--- src/rtl/stopwatch_pkg.sv ---
// stopwatch_pkg: shared FSM states, mode codes, BCD constants and digit clamp for the stopwatch controller
package stopwatch_pkg;
  typedef enum logic [2:0] {S_CLEAR, S_LOAD, S_IDLE, S_RUN, S_PAUSE, S_DONE} state_t;
  localparam logic [1:0] MODE_UP0 = 2'd0;
  localparam logic [1:0] MODE_UPP = 2'd1;
  localparam logic [1:0] MODE_DNP = 2'd2;
  localparam logic [1:0] MODE_DN9 = 2'd3;
  localparam logic [15:0] BCD_ZERO = 16'h0000;
  localparam logic [15:0] BCD_MAX = 16'h9999;
  function automatic logic [3:0] bcd_clamp(input logic [3:0] d);
    return (d > 4'd9) ? 4'd9 : d;
  endfunction
endpackage

--- src/rtl/tick_prescaler.sv ---
// tick_prescaler: divides clk by TICK_DIV; clear zeroes the count, hold freezes it so a partial tick survives
module tick_prescaler #(
  parameter int TICK_DIV = 1000000,
  parameter int CNT_W = 20
) (
  input  logic clk,
  input  logic clr_n,
  input  logic clear,
  input  logic hold,
  output logic tick
);
  localparam logic [CNT_W-1:0] LAST = CNT_W'(TICK_DIV - 1);
  logic [CNT_W-1:0] cnt;
  assign tick = !clear && !hold && (cnt == LAST);
  always_ff @(posedge clk or negedge clr_n)
    if (!clr_n) cnt <= '0;
    else if (clear) cnt <= '0;
    else if (!hold) cnt <= tick ? '0 : cnt + CNT_W'(1);
endmodule

--- src/rtl/stopwatch_ctrl.sv ---
// stopwatch_ctrl: sequences the 4-digit BCD counter (load, count, pause, stop at terminal value).
// Optional lap display enabled by defining STOPWATCH_LAP_EN.
module stopwatch_ctrl
  import stopwatch_pkg::*;
#(
  parameter int TICK_DIV = 1000000,
  parameter int CNT_W = 20
) (
  input  logic        clk,
  input  logic        clr_n,
  input  logic        start_stop,
  input  logic        reset_btn,
  input  logic [1:0]  mode,
  input  logic [7:0]  preset,
  input  logic [15:0] ctr_q,
  input  logic        ctr_co,
`ifdef STOPWATCH_LAP_EN
  input  logic        lap,
  output logic        lap_active,
`endif
  output logic        ctr_en,
  output logic        ctr_ld,
  output logic        ctr_up,
  output logic        ctr_clr,
  output logic [15:0] ctr_d,
  output logic [15:0] disp,
  output logic        running,
  output logic        done
);
  state_t state, state_nx;
  logic [1:0] mode_r;
  logic tick, mode_chg, en_nx;
  logic [15:0] load_val;
  assign mode_chg = mode != mode_r;
  assign load_val = (mode == MODE_UP0) ? BCD_ZERO :
                    (mode == MODE_DN9) ? BCD_MAX :
                    {bcd_clamp(preset[7:4]), bcd_clamp(preset[3:0]), 8'h00};
  tick_prescaler #(.TICK_DIV(TICK_DIV), .CNT_W(CNT_W)) u_pre (
    .clk(clk),
    .clr_n(clr_n),
    .clear(state == S_LOAD),
    .hold(state != S_RUN),
    .tick(tick)
  );
  always_comb begin
    state_nx = state;
    case (state)
      S_CLEAR: state_nx = S_LOAD;
      S_LOAD:  state_nx = S_IDLE;
      S_IDLE:  state_nx = (reset_btn || mode_chg) ? S_LOAD : start_stop ? (ctr_co ? S_DONE : S_RUN) : S_IDLE;
      S_RUN:   state_nx = reset_btn ? S_LOAD : start_stop ? S_PAUSE : (tick && ctr_co) ? S_DONE : S_RUN;
      S_PAUSE: state_nx = reset_btn ? S_LOAD : start_stop ? S_RUN : S_PAUSE;
      S_DONE:  state_nx = (reset_btn || mode_chg) ? S_LOAD : S_DONE;
      default: state_nx = S_CLEAR;
    endcase
  end
  // a tick only pulses the counter if we stay in RUN; a tick at the terminal value leaves for DONE
  assign en_nx = (state_nx == S_LOAD) || (state == S_RUN && state_nx == S_RUN && tick);
  always_ff @(posedge clk or negedge clr_n)
    if (!clr_n) begin
      state   <= S_CLEAR;
      mode_r  <= MODE_UP0;
      ctr_clr <= 1'b1;
      ctr_en  <= 1'b0;
      ctr_ld  <= 1'b0;
      ctr_up  <= 1'b1;
      ctr_d   <= BCD_ZERO;
      running <= 1'b0;
      done    <= 1'b0;
    end else begin
      state   <= state_nx;
      ctr_clr <= 1'b0;
      ctr_en  <= en_nx;
      ctr_ld  <= state_nx == S_LOAD;
      running <= state_nx == S_RUN;
      done    <= state_nx == S_DONE;
      if (state_nx == S_LOAD) begin
        mode_r <= mode;
        ctr_up <= (mode == MODE_UP0) || (mode == MODE_UPP);
        ctr_d  <= load_val;
      end
    end
`ifdef STOPWATCH_LAP_EN
  logic [15:0] lap_q;
  always_ff @(posedge clk or negedge clr_n)
    if (!clr_n) begin
      lap_active <= 1'b0;
      lap_q      <= BCD_ZERO;
    end else if (state == S_LOAD) lap_active <= 1'b0;
    else if (lap && lap_active) lap_active <= 1'b0;
    else if (lap && state == S_RUN) begin
      lap_active <= 1'b1;
      lap_q      <= ctr_q;
    end
  assign disp = lap_active ? lap_q : ctr_q;
`else
  assign disp = ctr_q;
`endif
endmodule

--- config.mk ---
export PLATFORM = sky130hd
export DESIGN_NAME = stopwatch_ctrl
export DESIGN_NICKNAME = d
export VERILOG_FILES = /design/src/rtl/stopwatch_pkg.sv /design/src/rtl/tick_prescaler.sv /design/src/rtl/stopwatch_ctrl.sv
export SDC_FILE = /design/constraint.sdc
export NUM_CORES = 1
export LEC_CHECK = 0
export ABC_AREA = 0
export CORE_MARGIN = 10
export CORE_UTILIZATION = 48
export DETAILED_ROUTE_END_ITERATION = 10
export PLACE_DENSITY_LB_ADDON = 0.3
export SKIP_CTS_REPAIR_TIMING = 1
export SYNTH_ARGS = -nofsm -noshare
export SYNTH_HDL_FRONTEND = slang
export SYNTH_SLANG_ARGS = --single-unit
--- constraint.sdc ---
create_clock -name clk -period 2.09 [get_ports clk]
set_input_delay 0.418 -clock clk [delete_from_list [all_inputs] [get_ports clk]]
set_output_delay 0.418 -clock clk [all_outputs]
set_load 0.05 [all_outputs]
* Word-level counts from Yosys, hierarchy flattened
Cells that the tools add are included.
** Word-level totals
- Input bits :: 31
- Flip-flop bits (word level) :: 47
- Output and inout port bits :: 38
** Cells by class
- Order comparisons :: 2
- Reduce and logical (&&, ||, !) cells :: 12
- Add/sub/neg operators :: 1
- Multiplexer cells :: 17
- Equality and inequality tests :: 14
** Operators with widths (count)
- 2-to-1 mux 20 bit :: 3
- 2-to-1 mux 16 bit :: 2
- 2-to-1 mux 3 bit :: 9
- adder 20 x 1 -> 20 bit, second input constant :: 1
- == test 20 bit, second input constant :: 1
- one-hot mux 3 bit (6 select lines) :: 1
- == test 3 x 2 -> 1 bit, second input constant :: 3
- == test 3 bit, second input constant :: 3
- greater-than comparator 4 bit, second input constant :: 2
- 2-to-1 mux 4 bit :: 2
- == test 3 x 1 -> 1 bit, second input constant :: 2
- logical AND 1 bit :: 5
- logical NOT 3 bit :: 1
- logical OR 1 bit :: 3
- inequality test 3 x 2 -> 1 bit, second input constant :: 1
- == test 2 x 1 -> 1 bit, second input constant :: 1
- == test 2 bit, second input constant :: 1
- logical NOT 1 bit :: 2
- logical NOT 2 bit :: 1
- inequality test 2 x 1 -> 1 bit, second input constant :: 1
- inequality test 2 bit :: 1

* Longest topological paths before layout
- Depth in word-level cells :: 13
- Mapped depth :: 8
- Depth with buffers taken out :: 6

* Hierarchy
Synthesis repeated with hierarchy kept, for this count alone.
** Second synthesis, totals
- Cells, all modules :: 260
- Area total of the unflattened synthesis :: 2446.1 um^2
** Modules (own cells, without submodules)
- stopwatch_ctrl :: area an instance 1267.5 um^2, cells each 125, sequential area each 503.0 um^2, times used 1
- tick_prescaler :: area an instance 1178.6 um^2, cells each 135, sequential area each 500.5 um^2, times used 1

* Worst setup path before layout
No wires, ideal clock.
- Kind :: input to register
- From :: input mode[0]
- To :: register ctr_d[11]
- Stages on the path :: 7
- Arrival :: 1780 ps
- Path slack :: 185 ps
- Data required time :: 1965 ps
- Path buffers :: 2
- Cell sequence :: buf_2 -> xnor2_1 -> nand4_1 -> o221ai_1 -> nor3b_4 -> buf_12 -> mux2_4
** Between the ends
- Longest elaborated chain between the ends :: 5
** RTL lines
- start, declared :: RTL line stopwatch_ctrl.sv:13 : input logic [1:0] mode,
- inequality test 2 bit :: RTL line stopwatch_ctrl.sv:34 : assign mode_chg = mode != mode_r;
- logical OR 1 bit :: RTL line stopwatch_ctrl.sv:50, stopwatch_ctrl.sv:53
- 2-to-1 mux 3 bit, on equally long branches :: RTL line stopwatch_ctrl.sv:50, stopwatch_ctrl.sv:53
- one-hot mux 3 bit (6 select lines) :: RTL line stopwatch_ctrl.sv:47 : case (state)
- == test 3 x 1 -> 1 bit :: RTL line stopwatch_ctrl.sv:77 : if (state_nx == S_LOAD) begin
- end signal, assigned :: RTL line stopwatch_ctrl.sv:80 : ctr_d <= load_val;
- end, declared :: RTL line stopwatch_ctrl.sv:25 : output logic [15:0] ctr_d,
Several ways; a longest one is shown, not always the timed one.
A chain may end at the register's enable or synchronous reset.

==> reports/summary.txt <==
diode count -> 0
routed len/inst -> 14.3 um
syn avg cell area -> 9.49 um2
endpoints failing hold -> 0
Yosys reg bits -> 40
Total GRT Usage -> 0.120
WP data arrival -> 1.52 ns
post-route cell area -> 2810 um2
Post-synth EDFFs -> 0
Net Sw Power -> 1560 uW
Worst setup EP type -> primary output
most frequent cells in the layout -> dfrtp_1 (38), nand2_1 (31), clkdlybuf4s50_1 (27)
most common cell after layout, fill and taps aside -> dfrtp_1
sw frac -> 0.426
depth of the CTS H-tree -> 2
Worst Reg-to-Reg Cells -> 6
largest net degree at the start of global routing -> 41
critical path required time -> 1.67 ns
CP Cell Sequence -> clkdlybuf4s50_1
Slew @ Worst Pin -> 0.528 ns
layout cells sized above 1 -> 0.165
DP HPWL -> 3620 um
GRT busiest layer -> met2
CP max-delay cell -> clkdlybuf4s50_1
I/O pins -> 69
Crit Path Max Fanout -> 5
status -> complete, no violations
Internal -> 2090 uW
CTS sink cnt -> 40
Root Driver -> clkbuf_8
combinational power share -> 0.535
Layout Area Growth over Synthesis -> 16.3%
FFs w/ async S/R, synth -> 1.00
Die H -> 90.9 um
Site Rows -> 25
MaxCap Viol Count -> 0
met2 GRT Util -> 0.194
CP startpoint kind -> flip-flop
worst hold path class -> input pin to asynchronous set/reset pin
Reg2Reg Setup Slack -> 0.18 ns
Placer Congestion -> 0.883
fin crit share -> 0.927
fin crit period -> 1.94 ns
remaining antenna violation count -> 0
Leak -> 0.00121 uW
DR vias -> 1,828
CTS clk-pin slew, worst paths -> 0.08 ns
RSZ-0062 raised after global routing -> false
Skew-Pair Late Insertion Delay -> 0.30 ns
fmax -> 516 MHz
Layout Skew -> 0.0104 ns
Fillers -> 429
vias in the first global route -> 1,789
Distinct cells, synth -> 49
Synth warnings -> 0
starting density of the core -> 0.504
Post-Route WL -> 4940 um
first-pass iteration count of the detailed router -> 4
met3 GRT Util -> 0.0341
Reg power frac -> 0.309
worst vdd ir -> 0.814 mV
die area -> 8260 um2
Core Footprint -> 4790 um2
initial DRC count -> 74
Worst R2R End -> ctr_d[12]$_DFFE_PN0P_
TritonCTS clock tree -> built
CTS Buf Count -> 5
Remaining DRCs -> 0
total grt overflow -> 0
initial antenna violation count -> 0
Min Hold Slack -> 0.171 ns
drt via density -> 5.30
Cells after Synth -> 254
Final Setup Violations -> 0
port bufs -> 32
die width -> 90.9 um
Pwr Density -> 1300 nW/um2
clock power share -> 0.156
maximum clock insertion buffer count -> 2
placed cell area -> 2690 um2
CP Class -> flip-flop to primary output
sequential share of the synthesized area -> 0.416
WP buf/inv -> 1
Largest stage delay, worst path -> 0.83 ns
CP top delay family -> buffers and inverters
first-pass GRT wire length -> 8370 um
max-slew violation count -> 0
RR Startpoint -> state[0]$_DFF_PN0_
Layout Nets -> 309
mapped cell area -> 2410 um2
met1 Use GR -> 0.142
Layout Utilization -> 0.586
Most used DFF post-synth -> dfrtp_1
Slew headroom -> 0.647
## synthesized netlist by cell type, types with 3 or more instances
cell	instances	share of area
a21oi_1	19	0.039
o21ai_0	9	0.019
nand2_1	31	0.048
buf_2	8	0.017
dfrtp_1	38	0.39
nand4_1	4	0.010
maj3_1	4	0.017
and3_1	5	0.013
a31oi_1	15	0.039
nor2_1	10	0.016
xnor2_1	3	0.011
a22o_1	3	0.011
mux2_4	3	0.019
nand3_1	7	0.015
nand2b_1	8	0.021
mux2_2	4	0.019
buf_4	24	0.075
o21a_1	4	0.012
inv_1	9	0.014
nor3_1	3	0.0062
mux2i_1	7	0.029
## registers in the layout, indices dropped and copies added, names as in the netlist
register,count
u_pre.cnt,20
ctr_d,9
state,3
mode_r,2
ctr_clr,1
ctr_en,1
ctr_ld,1
ctr_up,1
done,1
running,1
## layer usage
layer,share of wire,wire [um]
met4,0.021,105
met1,0.45,2210
met2,0.48,2380
met5,0,0
met3,0.050,247
## stage by stage
step | instances | worst slack [ns] | power [uW] | setup TNS, ns
2_1_floorplan | 258 | 0.185 | 2640 | 0
3_3_place_gp | 337 | -0.261 | 3080 | -2.58
3_5_place_dp | 337 | -0.291 | 3100 | -2.85
4_1_cts | 345 | 0.0138 | 3670 | 0
5_1_grt | 345 | 0.0671 | 3850 | 0
6_report | 345 | 0.153 | 3650 | 0
## cell type report
class	instances	area [um2]	share of cell area
multi-input combinational	172	1120	0.398
sequential	40	1000	0.358
timing repair buffer	49	468	0.167
clock buffer	8	100	0.0357
tap	67	83.8	0.0299
inverter	9	33.8	0.0120
## cell families (layout without fill, tap and decap cells)
family	count (synthesis)	after routing	share of synthesized area
DFF	40	40	0.416
AOI/OAI and AO/OA	60	60	0.156
xor gates and xnor gates	5	5	0.0182
buffers and inverters	46	66	0.130
muxes	14	14	0.0664
adders and majority gates	5	5	0.0218
and+or+nand+nor	83	83	0.190
other	1	5	0.00156
## worst max-delay path by stage
stage,from,slack (ns),depth (start not counted),end
after floorplan,mode[0],0.19,7,ctr_d[11]$_DFFE_PN0P_
after global placement,reset_btn,-0.26,7,ctr_d[15]$_DFFE_PN0P_
after detailed placement,reset_btn,-0.29,7,ctr_d[15]$_DFFE_PN0P_
after CTS,reset_btn,0.01,7,ctr_d[15]$_DFFE_PN0P_
after global routing,u_pre.cnt[0]$_DFFE_PN0P_,0.07,7,u_pre.cnt[0]$_DFFE_PN0P_
final,ctr_d[7]$_DFFE_PN0P_,0.15,1,ctr_d[3]
## power by group through the flow
stage               clock network [uW]  logic (uW)  registers [uW]
detailed placement                   0        1950            1140
global route                       609        2090            1150
floorplan                            0        1140            1500
global placement                     0        1940            1130
CTS                                585        1960            1130
finish                             571        1950            1130
(Power assumes the default switching activity.)
